<file path="src/rtl/ram_boot_arbiter.sv">
// Shares the single-port program/data RAM between the host loader and the CPU,
// and sequences the CPU through image load, run and halt.
module ram_boot_arbiter #(
    parameter int STARVE_LIMIT = 8,
    parameter int RUN_TIMEOUT  = 100000,
    parameter int AW           = 16,
    parameter int DW           = 16
) (
    input  logic          CLK,
    input  logic          rst,
    input  logic          host_req,
    input  logic          host_we,
    input  logic [AW-1:0] host_addr,
    input  logic [DW-1:0] host_wdata,
    output logic          host_gnt,
    output logic          host_rvalid,
    output logic [DW-1:0] host_rdata,
    input  logic          boot_start,
    input  logic          cpu_req,
    input  logic          cpu_we,
    input  logic [AW-1:0] cpu_addr,
    input  logic [DW-1:0] cpu_wdata,
    output logic          cpu_gnt,
    output logic          cpu_rvalid,
    output logic [DW-1:0] cpu_rdata,
    input  logic          cpu_halt,
    output logic          cpu_E,
    output logic          done,
    output logic          timeout,
    output logic [1:0]    state,
    output logic [15:0]   load_count,
    output logic          ram_en,
    output logic          ram_we,
    output logic [AW-1:0] ram_addr,
    output logic [DW-1:0] ram_wdata,
    input  logic [DW-1:0] ram_rdata
);

    typedef enum logic [1:0] {
        ST_IDLE = 2'd0,
        ST_LOAD = 2'd1,
        ST_RUN  = 2'd2,
        ST_HALT = 2'd3
    } state_t;

    localparam logic [15:0] STARVE_MAX   = 16'(STARVE_LIMIT);
    localparam logic [31:0] TIMEOUT_LAST = 32'(RUN_TIMEOUT - 1);
    localparam logic        TIMEOUT_EN   = (RUN_TIMEOUT != 0);

    state_t        state_r;
    state_t        state_s;
    logic [15:0]   starve_r;
    logic [31:0]   run_cnt_r;
    logic [DW-1:0] host_hold_r;
    logic [DW-1:0] cpu_hold_r;
    logic          host_wr_s;
    logic          expire_s;
    logic          restart_s;
    logic          enter_run_s;

    assign host_wr_s   = host_gnt & host_we;
    assign expire_s    = TIMEOUT_EN & (run_cnt_r == TIMEOUT_LAST);
    assign restart_s   = (state_r == ST_HALT) & boot_start;
    assign enter_run_s = (state_s == ST_RUN) & (state_r != ST_RUN);

    assign state      = 2'(state_r);
    assign ram_en     = host_gnt | cpu_gnt;
    assign host_rdata = host_rvalid ? ram_rdata : host_hold_r;
    assign cpu_rdata  = cpu_rvalid ? ram_rdata : cpu_hold_r;

    // Grant selection; the host steals one slot once the CPU has starved it.
    always_comb begin
        host_gnt = 1'b0;
        cpu_gnt  = 1'b0;
        if (rst) begin
            host_gnt = 1'b0;
            cpu_gnt  = 1'b0;
        end else if ((state_r == ST_RUN) && cpu_req &&
                     !((starve_r == STARVE_MAX) && host_req)) begin
            cpu_gnt = 1'b1;
        end else begin
            host_gnt = host_req;
        end
    end

    // RAM port mux from whichever requester holds the grant.
    always_comb begin
        ram_we    = 1'b0;
        ram_addr  = {AW{1'b0}};
        ram_wdata = {DW{1'b0}};
        if (host_gnt) begin
            ram_we    = host_we;
            ram_addr  = host_addr;
            ram_wdata = host_wdata;
        end else if (cpu_gnt) begin
            ram_we    = cpu_we;
            ram_addr  = cpu_addr;
            ram_wdata = cpu_wdata;
        end else begin
            ram_we    = 1'b0;
        end
    end

    // Sequencer next state; boot_start is deliberately ignored while running.
    always_comb begin
        state_s = state_r;
        case (state_r)
            ST_IDLE: begin
                if (boot_start)     state_s = ST_RUN;
                else if (host_wr_s) state_s = ST_LOAD;
                else                state_s = ST_IDLE;
            end
            ST_LOAD: begin
                if (boot_start) state_s = ST_RUN;
                else            state_s = ST_LOAD;
            end
            ST_RUN: begin
                if (cpu_halt || expire_s) state_s = ST_HALT;
                else                      state_s = ST_RUN;
            end
            ST_HALT: begin
                if (boot_start) state_s = ST_RUN;
                else            state_s = ST_HALT;
            end
            default: state_s = ST_IDLE;
        endcase
    end

    // Sequencer state, CPU enable, watchdog and sticky status.
    always_ff @(posedge CLK or posedge rst) begin
        if (rst) begin
            state_r    <= ST_IDLE;
            cpu_E      <= 1'b0;
            run_cnt_r  <= 32'd0;
            done       <= 1'b0;
            timeout    <= 1'b0;
            load_count <= 16'd0;
        end else begin
            state_r <= state_s;
            cpu_E   <= (state_s == ST_RUN);
            if (enter_run_s)             run_cnt_r <= 32'd0;
            else if (state_r == ST_RUN)  run_cnt_r <= run_cnt_r + 32'd1;
            else                         run_cnt_r <= run_cnt_r;
            if (restart_s)                                         done <= 1'b0;
            else if ((state_s == ST_HALT) && (state_r != ST_HALT)) done <= 1'b1;
            else                                                   done <= done;
            // An explicit halt in the expiry cycle takes precedence over the watchdog.
            if (restart_s)                                          timeout <= 1'b0;
            else if ((state_r == ST_RUN) && !cpu_halt && expire_s)  timeout <= 1'b1;
            else                                                    timeout <= timeout;
            if (restart_s)
                load_count <= 16'd0;
            else if ((state_r != ST_RUN) && host_wr_s && (load_count != 16'hFFFF))
                load_count <= load_count + 16'd1;
            else
                load_count <= load_count;
        end
    end

    // Starvation counter: CPU grants taken while the host is waiting.
    always_ff @(posedge CLK or posedge rst) begin
        if (rst) begin
            starve_r <= 16'd0;
        end else if (host_gnt || !host_req) begin
            starve_r <= 16'd0;
        end else if (cpu_gnt && (starve_r != 16'hFFFF)) begin
            starve_r <= starve_r + 16'd1;
        end else begin
            starve_r <= starve_r;
        end
    end

    // Read return: owner flagged for one cycle, last read data held per requester.
    always_ff @(posedge CLK or posedge rst) begin
        if (rst) begin
            host_rvalid <= 1'b0;
            cpu_rvalid  <= 1'b0;
            host_hold_r <= {DW{1'b0}};
            cpu_hold_r  <= {DW{1'b0}};
        end else begin
            host_rvalid <= host_gnt & ~host_we;
            cpu_rvalid  <= cpu_gnt & ~cpu_we;
            if (host_rvalid) host_hold_r <= ram_rdata;
            else             host_hold_r <= host_hold_r;
            if (cpu_rvalid)  cpu_hold_r  <= ram_rdata;
            else             cpu_hold_r  <= cpu_hold_r;
        end
    end

endmodule

</file>
<file path="config.mk">
export PLATFORM = sky130hd
export DESIGN_NAME = ram_boot_arbiter
export DESIGN_NICKNAME = d
export VERILOG_FILES = /design/src/rtl/ram_boot_arbiter.sv
export SDC_FILE = /design/constraint.sdc
export NUM_CORES = 1
export LEC_CHECK = 0
export ABC_AREA = 1
export CAP_MARGIN = 20
export CORE_MARGIN = 2
export CORE_UTILIZATION = 25
export DETAILED_ROUTE_END_ITERATION = 8
export SLEW_MARGIN = 10
export SYNTH_ARGS = -nofsm -noshare
export SYNTH_HDL_FRONTEND = slang
export SYNTH_SLANG_ARGS = --single-unit
export TNS_END_PERCENT = 10
</file>
<file path="constraint.sdc">
create_clock -name CLK -period 5.07 [get_ports CLK]
set_input_delay 1.014 -clock CLK [delete_from_list [all_inputs] [get_ports CLK]]
set_output_delay 1.014 -clock CLK [all_outputs]
set_load 0.005 [all_outputs]
</file>
; ---- Word level (Yosys, flattened, before mapping)
; Cells that the tools add are included.
[classes]
n_addsub = 3
eq_ne = 11
mux = 28
bitwise_logic = 8
reduce_logical = 20
[op_table]
columns = op, n
row1 = $mux 16, 10
row2 = $mux 32, 2
row3 = $add 16x1->16 const B, 2
row4 = $add 32x1->32 const B, 1
row5 = $eq 32x17->1 const B, 1
row6 = $ne 16x16->1 const B, 2
row7 = $eq 16x4->1 const B, 1
row8 = $mux 1, 13
row9 = $reduce_bool 2->1, 5
row10 = $logic_and 1x1->1, 9
row11 = $eq 2x2->1 const B, 4
row12 = $pmux 2 s4, 1
row13 = $and 1x1->1, 5
row14 = $mux 2, 2
row15 = $ne 2x2->1 const B, 2
row16 = $logic_not 1->1, 3
row17 = $eq 2x1->1 const B, 1
row18 = $logic_not 2->1, 1
row19 = $logic_or 1x1->1, 2
row20 = $not 1->1, 2
row21 = $or 1x1->1, 1
[totals]
reg_bits = 103
input_bits = 88
out_inout_bits = 91
wordCells = 81

; ---- Depth between registers and ports, before layout
[depth]
ltp_word = 14
depth_mapped = 14
ltp_nobuf = 13

; ---- Worst setup path after synthesis
; No wires, ideal clock.
[synth_timing]
path_kind = input port to output port
from = input rst
to = output ram_addr[10]
t_arrival_ns = 3.960
required_time_ns = 4.056
slack_ns = 0.096
path_stages = 6
path_buffers = 1
path_cell_list = inv_1 nand3_4 clkinv_1 buf_2 nand2_1 nand2_1
[synth_between]
elab_chain_len = 3
elab_cells_between_ends = 4
classes_between = mux (4)
[synth_lines]
columns = item, line_no
row1 = "start, declared", 10  ; input logic rst,
row2 = $mux 1, 75  ; if (rst) begin
row3 = net cpu_gnt, 23  ; output logic cpu_gnt,
row4 = $mux 16, 95  ; end else if (cpu_gnt) begin
row5 = $mux 16, 91  ; if (host_gnt) begin
row6 = "end, declared", 34  ; output logic [AW-1:0] ram_addr,
; The timed path passes the listed nets, and every way through them passes these cells.

; ---- Worst setup path after layout
[layout_timing]
from = input host_req
to = output ram_wdata[9]
[layout_between]
elab_chain_len = 7
elab_cells_between_ends = 9
classes_between = mux (6) / reduce/logical (3)
[layout_lines]
columns = item, line_no
row1 = "start, declared", 11  ; input logic host_req,
row2 = $logic_and 1x1->1, 79  ; !((starve_r == STARVE_MAX) && host_req)) begin
row3 = $logic_not 1->1, 79
row4 = $logic_and 1x1->1, 78  ; end else if ((state_r == ST_RUN) && cpu_req &&
row5 = $mux 1, 78
row6 = $mux 1, 75
row7 = $mux 16, 95
row8 = $mux 16 (*), 91
row9 = "end, declared", 35  ; output logic [DW-1:0] ram_wdata,
; Mark *: on every way between the ends. The rest lies on a longest branch, timed or not.

==> impl_metrics.tcl <==
set metrics [dict create \
    vdd_drop_max_mv 0.134 \
    syn_area_um2 6190 \
    hold_violations 0 \
    syn_to_final_growth_pct 38.9 \
    fin_tns_setup_ns 0 \
    setup_viol 0 \
    whs_ns 0.494 \
    seqCellArea_um2 2580 \
    fin_nets 1102 \
    die-area_um2 26000 \
    final.setup.worst_slack_ns 0.494 \
    ant_nets 0 \
    synth_top_cells_by_area "dfrtp_1 (42%), nand2_1 (18%), nand3_1 (7.0%)" \
    cap_violations 0 \
    yosysTopAreaCellShare_pct 41.7 \
    gp_congestion 0.875 \
    intPower_mw 1.60 \
    cts_tree "built" \
    port_buffers 178 \
    first_global_vias 5997 \
    skew_ns 0.0109 \
    cts_buffer_depth 2 \
    met3_usage_pct 3.44 \
    drt_drc_violations_left 0 \
    top_usage_layer "met2" \
    drt-total-wl_um 17300 \
    worstPathRequired_ns 4.06 \
    slew_headroom_pct 36.3 \
    critPathCaptureType "output port" \
    utilization_pct 35.3 \
    path_class "in -> out" \
    viasPerCell 4.46 \
    via_count 5976 \
    worst-slew-pin-transition_ns 0.955 \
    initial_utilization_pct 25.4 \
    rows 57 \
    finalCritPeriodShare_pct 90.2 \
    yosys.area.top_type "dfrtp_1" \
    core_um2 24300 \
    p_per_area_nw_per_um2 255 \
    use_met1_pct 16.7 \
    grt_overflow 0 \
    postSynthCellCount 839 \
    hp-start "done" \
    cts_resized 0 \
    cts_setup_buffers 0 \
    nFillCells 2556 \
    use_met2_pct 24.0 \
    synth_cell_types 34 \
    ys_ff_latch 103 \
    drtIter0Drc 366 \
    die_h_um 161 \
    clkLatencyLatePin_ns 0.36 \
    io_pins 179 \
    seqPwrFrac_pct 43.0 \
    worstReg2RegStart "load_count[0]" \
    yosysWarningCount 0 \
    die_w_um 161 \
    multi_input_area_um2 3210 \
    cts_made_buffers 9 \
    drive_gt1_share_pct 6.50 \
    worstPathMaxFanout 34 \
    track_usage_pct 13.8 \
    cts_hold_buf 0 \
    first_pass_iters 4 \
    htreeDepth 3 \
    outcome "completed" \
    hold_class "reg -> reg" \
    power.switching_mw 0.586 \
    startpoint_type "input pin" \
    cp-startpoint "host_req" \
    fmax_mhz 219 \
    cts_root_buf "clkbuf_16" \
    grt_pass1_wl_um 29300 \
    drv_slew 0 \
    syn_avg_cell_area_um2 7.37 \
    clkPwrFrac_pct 33.3 \
    p_leak_nw 3.81 \
    cts.sinks 103 \
    diodes 0 \
    swShare_pct 26.8 \
    finalCriticalPeriod_ns 4.58 \
    hpwl_um 13200 \
    pre_cts_slack_ns 0.418 \
    clk_pin_slew_ns 0.08 \
    grt_max_degree 74 \
    syn-num-nets 931 \
    wl_per_cell_um 12.9 \
    antenna_found_initial 0 \
    critical_path_arrival_ns 3.56 \
    power.total_mw 2.19 \
    yosysSeqAreaShare_pct 41.7 \
    grt_setup_unrepaired "no" \
    p_comb_share_pct 23.7 \
]
==> path summary, 6_finish.rpt <==
check | to | slack (ns) | cells after the start
worst max register to register | load_count[9] | 2.83 | 9
worst min-delay path | done | 0.49 | 2
worst max-delay path | ram_wdata[9] | 0.49 | 11
min in group asynchronous | starve_r[13] | 1.15 | 3
worst min register to register | done | 0.49 | 2
max in group asynchronous | timeout | 2.63 | 4
==> per-stage QoR <==
| stage | cells | instance area, um^2 |
|---|---|---|
| 2_1_floorplan | 839 | 6190 |
| 3_3_place_gp | 1323 | 8290 |
| 3_5_place_dp | 1323 | 8290 |
| 4_1_cts | 1339 | 8590 |
| 5_1_grt | 1339 | 8590 |
| 6_report | 1339 | 8590 |
==> registers in the layout, indices dropped and copies added (netlist names) <==
register / flops
host_hold_r: 16
host_rvalid: 1
cpu_E: 1
cpu_rvalid: 1
done: 1
starve_r: 16
run_cnt_r: 32
state: 2
timeout: 1
load_count: 16
cpu_hold_r: 16
==> cells in the final DEF (no fill, tap or decap), drive strengths merged, types with 4 or more instances in the layout <==
cell type | synthesis | final
a21oi | 4 | 4
and3 | 4 | 4
clkbuf | 11 | 10
clkdlybuf4s50 | 0 | 178
dfrtp | 103 | 103
ha | 4 | 4
inv | 71 | 75
mux2 | 32 | 32
nand2 | 296 | 296
nand3 | 88 | 88
nand3b | 13 | 13
nand4 | 20 | 20
nor2 | 116 | 116
nor3 | 11 | 11
o21ai | 17 | 17
xnor2 | 8 | 8
xor2 | 22 | 22
==> kinds of logic after synthesis <==
kind of cell / synth area share [%]
multiplexers: 5.83
buffers and inverters: 6.37
flip-flops: 41.7
adder cells (fa/ha/maj): 0.809
XOR/XNOR: 4.25
AND/OR/NAND/NOR: 38.7
AO/OA/AOI/OAI: 2.37
==> power by group through the flow <==
stage	sequential, mW	clock [mW]	combinational (mW)
4_1_cts	0.944	0.759	0.531
6_report	0.942	0.729	0.520
2_1_floorplan	0.947	0	0.221
3_5_place_dp	0.961	0	0.528
3_3_place_gp	0.957	0	0.526
5_1_grt	0.955	0.792	0.568
==> per-layer routing <==
metal / part of all wire [%] / routed length, um / vias to the layer above
met3: 6.2 / 1080 / 24
li1: - / - / 3022
met2: 48 / 8380 / 178
met1: 44 / 7580 / 2752
met4: 1.7 / 286 / 0
met5: 0 / 0 / -
==> synthesized netlist by cell type (all sizes together) <==
cell / number
nor4: 2
dfrtp: 103
nand3: 88
a21oi: 4
ha: 4
and3: 4
mux2: 32
o21ai: 17
nor2: 116
xnor2: 8
xor2: 22
o2bb2ai: 1
nor3b: 1
a21o: 1
inv: 71
a32o: 1
buf: 10
nor3: 11
clkinv: 3
nand4: 20
nand2: 296
clkbuf: 11
nand3b: 13
==> worst max-delay path, stage by stage <==
cell and delay, ns:
clkdlybuf4s50_1 0.55, nand2_1 0.08, inv_1 0.06, nand2_1 0.04
nor2_1 0.08, nand2_1 0.13, nand3_4 0.12, clkinv_1 0.70
nand2_1 0.24, nand2_1 0.08, clkdlybuf4s50_1 0.47
==> final cells by class <==
class / instances / share of cell area [%]
Clock buffer: 10 / 2.67
Clock inverter: 6 / 0.874
Inverter: 74 / 3.32
Multi-Input combinational cell: 641 / 37.4
Sequential cell: 103 / 30.0
Tap cell: 324 / 4.72
Timing Repair Buffer: 181 / 21.0
Note: power is estimated with default switching activity, not from simulation.
